File: config.mk
export PLATFORM = sky130hd
export DESIGN_NAME = conv_out_buffer
export DESIGN_NICKNAME = d
export VERILOG_FILES = /design/src/rtl/npu_pkg.sv /design/src/rtl/npu_sync_fifo.sv /design/src/rtl/conv_out_buffer.sv
export SDC_FILE = /design/constraint.sdc
export NUM_CORES = 1
export LEC_CHECK = 0
export ABC_AREA = 0
export CAP_MARGIN = 20
export CORE_MARGIN = 2
export CORE_UTILIZATION = 67
export CTS_CLUSTER_DIAMETER = 50
export DETAILED_ROUTE_END_ITERATION = 6
export GPL_ROUTABILITY_DRIVEN = 1
export PLACE_DENSITY = 0.91
export SYNTH_ARGS = -nofsm -noshare
export SYNTH_HDL_FRONTEND = slang
export SYNTH_SLANG_ARGS = --single-unit
File: constraint.sdc
create_clock -name clk -period 8 [get_ports clk]
set_clock_uncertainty 0.1 [all_clocks]
set_input_delay 1.6 -clock clk [delete_from_list [all_inputs] [get_ports clk]]
set_output_delay 1.6 -clock clk [all_outputs]
set_load 0.01 [all_outputs]
File: src/rtl/npu_pkg.sv
// Shared NPU datapath constants and the 8-bit requantisation helper used by the
// conv output paths.
package npu_pkg;

   localparam int BYTE_W = 8;
   localparam int WORD_W = 32;
   localparam int LANES  = 4;

   localparam int U8_MAX = 255;
   localparam int S8_MIN = -128;
   localparam int S8_MAX = 127;

   // Callers sign-extend their result to 32 bits first. For any shift up to 31
   // this gives the same byte as shifting the original narrower value.
   function automatic logic [BYTE_W-1:0] requant(
      input logic signed [31:0] value,
      input logic               relu,
      input int unsigned        shift
   );
      logic signed [31:0] r;
      logic signed [31:0] s;
      r = (relu && value < 0) ? '0 : value;
      s = r >>> shift;
      if (relu) begin
         // A ReLU result is never negative, so only the top bound applies.
         if (s > U8_MAX) return BYTE_W'(U8_MAX);
      end else if (s > S8_MAX) begin
         return BYTE_W'(S8_MAX);
      end else if (s < S8_MIN) begin
         return BYTE_W'(S8_MIN);
      end
      return s[BYTE_W-1:0];
   endfunction

endpackage

File: src/rtl/npu_sync_fifo.sv
// Synchronous word FIFO with a registered read port. A push and a pop in the
// same cycle both proceed, including when the FIFO is full.
module npu_sync_fifo #(
   parameter int WIDTH = 32,
   parameter int DEPTH = 32
) (
   input  logic                     clk,
   input  logic                     rst,
   input  logic                     clear,
   input  logic                     push,
   input  logic [WIDTH-1:0]         wr_data,
   input  logic                     pop,
   output logic [WIDTH-1:0]         rd_data,
   output logic                     rd_valid,
   output logic [$clog2(DEPTH):0]   count,
   output logic                     empty,
   output logic                     full
);

   localparam int PTR_W = $clog2(DEPTH);
   localparam int CNT_W = PTR_W + 1;

   logic [WIDTH-1:0] mem [DEPTH];
   logic [PTR_W-1:0] wr_ptr;
   logic [PTR_W-1:0] rd_ptr;
   logic             do_push;
   logic             do_pop;

   assign empty   = (count == '0);
   assign full    = (count == CNT_W'(DEPTH));
   assign do_pop  = pop && !clear && !empty;
   assign do_push = push && !clear && (!full || do_pop);

   // NOTE: storage has no reset; the pointers alone decide which entries are
   // valid, so the array can map onto plain RAM.
   always_ff @(posedge clk) begin
      if (do_push) mem[wr_ptr] <= wr_data;
   end

   // NOTE: sequential state uses non-blocking assignments so every register
   // samples the pre-edge value of every other register.
   always_ff @(posedge clk or posedge rst) begin
      if (rst) begin
         wr_ptr   <= '0;
         rd_ptr   <= '0;
         count    <= '0;
         rd_data  <= '0;
         rd_valid <= 1'b0;
      end else if (clear) begin
         wr_ptr   <= '0;
         rd_ptr   <= '0;
         count    <= '0;
         rd_valid <= 1'b0;
      end else begin
         rd_valid <= do_pop;
         if (do_push) wr_ptr <= wr_ptr + PTR_W'(1);
         if (do_pop) begin
            rd_ptr  <= rd_ptr + PTR_W'(1);
            rd_data <= mem[rd_ptr];
         end
         if (do_push && !do_pop)      count <= count + CNT_W'(1);
         else if (do_pop && !do_push) count <= count - CNT_W'(1);
      end
   end

endmodule

File: src/rtl/conv_out_buffer.sv
// Requantises the conv result stream to bytes, packs four bytes little-endian
// per word and queues the words for the host read path.
module conv_out_buffer
   import npu_pkg::*;
#(
   parameter int DATA_W  = 24,
   parameter int DEPTH   = 32,
   parameter int SHIFT_W = 5
) (
   input  logic                   clk,
   input  logic                   rst,
   input  logic                   clear,
   input  logic                   in_valid,
   input  logic [DATA_W-1:0]      in_data,
   input  logic                   relu_en,
   input  logic [SHIFT_W-1:0]     shift,
   input  logic                   flush,
   input  logic                   rd_en,
   output logic [WORD_W-1:0]      rd_data,
   output logic                   rd_valid,
   output logic [$clog2(DEPTH):0] count,
   output logic                   empty,
   output logic                   full,
   output logic [1:0]             lane_cnt,
   output logic                   overflow
);

   logic signed [31:0] data_ext;
   logic [BYTE_W-1:0]  q;
   logic [WORD_W-1:0]  partial;
   logic [WORD_W-1:0]  word_next;
   logic               push;

   assign data_ext = 32'(signed'(in_data));
   assign q        = requant(data_ext, relu_en, 32'(shift));

   // NOTE: the default is assigned first so no path leaves word_next unassigned,
   // which would otherwise infer a latch.
   always_comb begin
      word_next = partial;
      if (in_valid) word_next[int'(lane_cnt)*BYTE_W +: BYTE_W] = q;
   end

   // A flush that coincides with a new byte carries that byte in the word.
   assign push = !clear &&
                 ((in_valid && lane_cnt == 2'(LANES-1)) ||
                  (flush && (lane_cnt != '0 || in_valid)));

   always_ff @(posedge clk or posedge rst) begin
      if (rst) begin
         partial  <= '0;
         lane_cnt <= '0;
         overflow <= 1'b0;
      end else if (clear) begin
         partial  <= '0;
         lane_cnt <= '0;
         overflow <= 1'b0;
      end else if (push) begin
         partial  <= '0;
         lane_cnt <= '0;
         // A same-cycle pop frees the slot, so only an unpopped full FIFO drops.
         if (full && !rd_en) overflow <= 1'b1;
      end else if (in_valid) begin
         partial  <= word_next;
         lane_cnt <= lane_cnt + 2'd1;
      end
   end

   npu_sync_fifo #(
      .WIDTH (WORD_W),
      .DEPTH (DEPTH)
   ) u_fifo (
      .clk      (clk),
      .rst      (rst),
      .clear    (clear),
      .push     (push),
      .wr_data  (word_next),
      .pop      (rd_en),
      .rd_data  (rd_data),
      .rd_valid (rd_valid),
      .count    (count),
      .empty    (empty),
      .full     (full)
   );

endmodule

==> impl_metrics.ini <==
[clocking]
cts_setup_buffers = 0
cts.sink_count = 1108
cts_root_buf = clkbuf_16
htreeDepth = 3
clkTransAtPathRegs_ns = 0.06
cts_buffer_depth = 3
cts_hold_buf = 0
ctsResizeCount = 0
clk_latency_ns = 0.70
cts_tree = yes
cts_buffers = 105

[routing]
routedWlPerCell_um = 41.63
wirelength_um = 136800
vias_per_cell = 7.900
wl_met3_um = 21620
dr_total_vias = 25960
ant_nets = 0
drc = 39
first_pass_iters = 7
initialDrtViolationCount = 4889
wl_met2_um = 63210
met1_length_um = 42550
dr.max_layer_used = met5

[global_route]
grt_use_total = 0.4101
grt_pass1_vias = 25887
overflow = 0
grt_pass1_wl_um = 191900
grt_max_degree = 149
antenna_found_initial = 2

[placement]
place_congestion = 0.9061
dp_hpwl_um = 69930
port_buffers = 79

[synth]
syn_avg_cell_area_um2 = 20.55
synthesis.area_um2 = 44440
ys.warnings.count = 0
async_flop_share = 0.07581
ys_ff_latch = 1108
seq_area_frac_synth = 0.7393
synthTopCellsByArea = edfxtp_1 69%, mux4_2 17%, dfrtp_1 4.7%, nand2_1 1.3%, mux2i_1 1.1%
synth_top_area_share = 0.6920
synthFlopType = edfxtp_1
yosys.area.top_type = edfxtp_1
synth_edf_count = 1024
synthCells = 2162
syn_nets = 2213
synth_cell_types = 75

[power]
p_total_uw = 13500
vdd_drop_max_uv = 246.5
power_density_nw_per_um2 = 266.8
p_leak_uw = 0.01728

[cells_and_area]
syn2layout_area_growth_pct = 13.87
drive_gt1_frac = 0.2838
fillCellCount = 2923
layout.nets = 2384

[hold_path]
whs_path_depth = 2
hp-class = flop to flop
min_from = u_fifo.rd_data[16]
holdPathEnd = u_fifo.rd_data[16]

[floorplanning]
die_w_um = 261.5
core_um2 = 65750
dieArea_um2 = 68400
num_rows = 94
die_h_um = 261.5
ios = 80
start_util = 0.6759

[run_status]
violations = DRC
outcome = finished with violations

[timing]
rsz0062_at_grt = false
period_share = 0.7586
max_slew_margin = 0.1865
finalCriticalPeriod_ns = 6.069
fin_setup_tns_ns = 0
setup_viol = 0
slew_violations = 0
finalHoldViolations = 0
fmax_mhz = 164.8
worst_pin_slew_ns = 1.220

[worst_setup_path]
worstPathMaxFanout = 32
rr_startpoint = lane_cnt[0]
ff2ff_setup_slack_ns = 2.79
required_ns = 8.19
end_kind = flop
startpoint_type = primary input
critical_path_class = primary input to flop
r2r_cells = 9
r2r-end = u_fifo.mem[20][11]
cp.arrival_ns = 6.26
worstSetupStartpoint = relu_en

[flow_run]
drv_cap = 0
flip-flops by register name, indices dropped and copies added (netlist names):
signal / flops
partial: 32
u_fifo.wr_ptr: 5
u_fifo.mem: 1024
u_fifo.rd_valid: 1
lane_cnt: 2
overflow: 1
u_fifo.count: 6
u_fifo.rd_data: 32
u_fifo.rd_ptr: 5
cell families (layout without fill, tap and decap cells):
family,after synthesis,count (layout),share of synthesized area
simple gates,280,280,0.02737
xor+xnor,10,10,0.001971
other cells,0,1,0
mux,400,400,0.1837
fa+ha+maj,15,15,0.004392
buf+inv,141,400,0.01256
compound gates,208,208,0.03072
flops,1108,1108,0.7393
synth_stat cells, types with 16 or more instances:
cell,n
a21oi_1,20
buf_1,29
clkbuf_1,75
dfrtp_1,84
edfxtp_1,1024
inv_1,21
mux2_2,17
mux2i_1,50
mux4_2,330
nand2_1,148
nand3_1,16
nor2_1,64
o21ai_0,97
placed cells by master, fill, tap and decap left out, types with 5 or more instances in the layout:
| cell type | n |
|---|---|
| clkbuf_16 | 108 |
| edfxtp_1 | 1024 |
| o21ai_1 | 19 |
| nor2_4 | 32 |
| dfrtp_1 | 79 |
| o21ai_2 | 13 |
| nor3_1 | 7 |
| mux2i_1 | 50 |
| mux4_2 | 330 |
| nand3_1 | 16 |
| and2_1 | 11 |
| nand4_1 | 5 |
| clkinv_2 | 18 |
| ha_1 | 14 |
| clkbuf_1 | 21 |
| clkdlybuf4s50_1 | 77 |
| o21ai_0 | 75 |
| nand2_1 | 148 |
| clkbuf_8 | 11 |
| a221oi_1 | 6 |
| a21oi_1 | 20 |
| xor2_1 | 8 |
| clkinv_1 | 14 |
| bufinv_16 | 10 |
| nor2_1 | 32 |
| o211ai_1 | 6 |
| a22oi_1 | 10 |
| buf_8 | 13 |
| inv_1 | 20 |
| buf_4 | 87 |
| mux2_2 | 17 |
how the worst max path moves through the flow:
stage	endpoint	slack (ns)	cells past startpoint
finish	u_fifo.mem[11][20]	1.93	9
global route	u_fifo.mem[30][20]	1.81	9
global placement	u_fifo.mem[26][10]	1.72	9
detailed placement	u_fifo.mem[17][22]	1.52	9
floorplan	u_fifo.mem[0][16]	2.74	10
CTS	u_fifo.mem[0][22]	2.13	9
worst max-delay path, stage by stage:
cell and delay, ns:
clkdlybuf4s50_1 0.72, a21oi_1 0.84, a221oi_1 0.27, nor3_1 0.24, o21ai_1 0.13, o41ai_2 0.49
a31o_2 0.43, nand2_1 0.40, o21ai_2 1.11
per-stage QoR:
step / hold slack, ns / util / cell area [um2] / instances / setup WS, ns
3_5_place_dp: 0.3736 / 0.7128 / 46860 / 3075 / 1.523
6_report: 0.3799 / 0.7696 / 50600 / 3286 / 1.931
2_1_floorplan: 0.3497 / - / 44440 / 2162 / 2.735
3_3_place_gp: 0.3599 / 0.7128 / 46860 / 3075 / 1.720
4_1_cts: 0.3877 / 0.7661 / 50370 / 3270 / 2.133
5_1_grt: 0.4390 / 0.7696 / 50600 / 3285 / 1.805
metal layers:
| metal | vias to the layer above | GRT usage |
|---|---|---|
| li1 | 9299 | - |
| met1 | 13016 | 0.5237 |
| met2 | 2952 | 0.6149 |
| met3 | 689 | 0.1578 |
| met4 | 4 | 0.2293 |
| met5 | - | 0.002778 |
power breakdown:
| group | switching [uW] | total (uW) | leakage, uW | internal, uW |
|---|---|---|---|---|
| sequential | 148 | 6540 | 0.0115 | 6390 |
| clock | 2260 | 5170 | 0.00172 | 2910 |
| combinational | 932 | 1790 | 0.00402 | 856 |
area by class of cell:
cell class              count  area, um2  area share
flip-flops and latches   1108      32870      0.6495
multi-input cells         913      11340      0.2240
clock buffers             140       2933     0.05796
repair buffers            184       1722     0.03402
well taps                 864       1081     0.02136
clock inverters            55      576.8     0.01140
inverters                  21      81.33    0.001607
diodes                      1      2.502  0.00004945
Power figures use the tool's default switching activity.
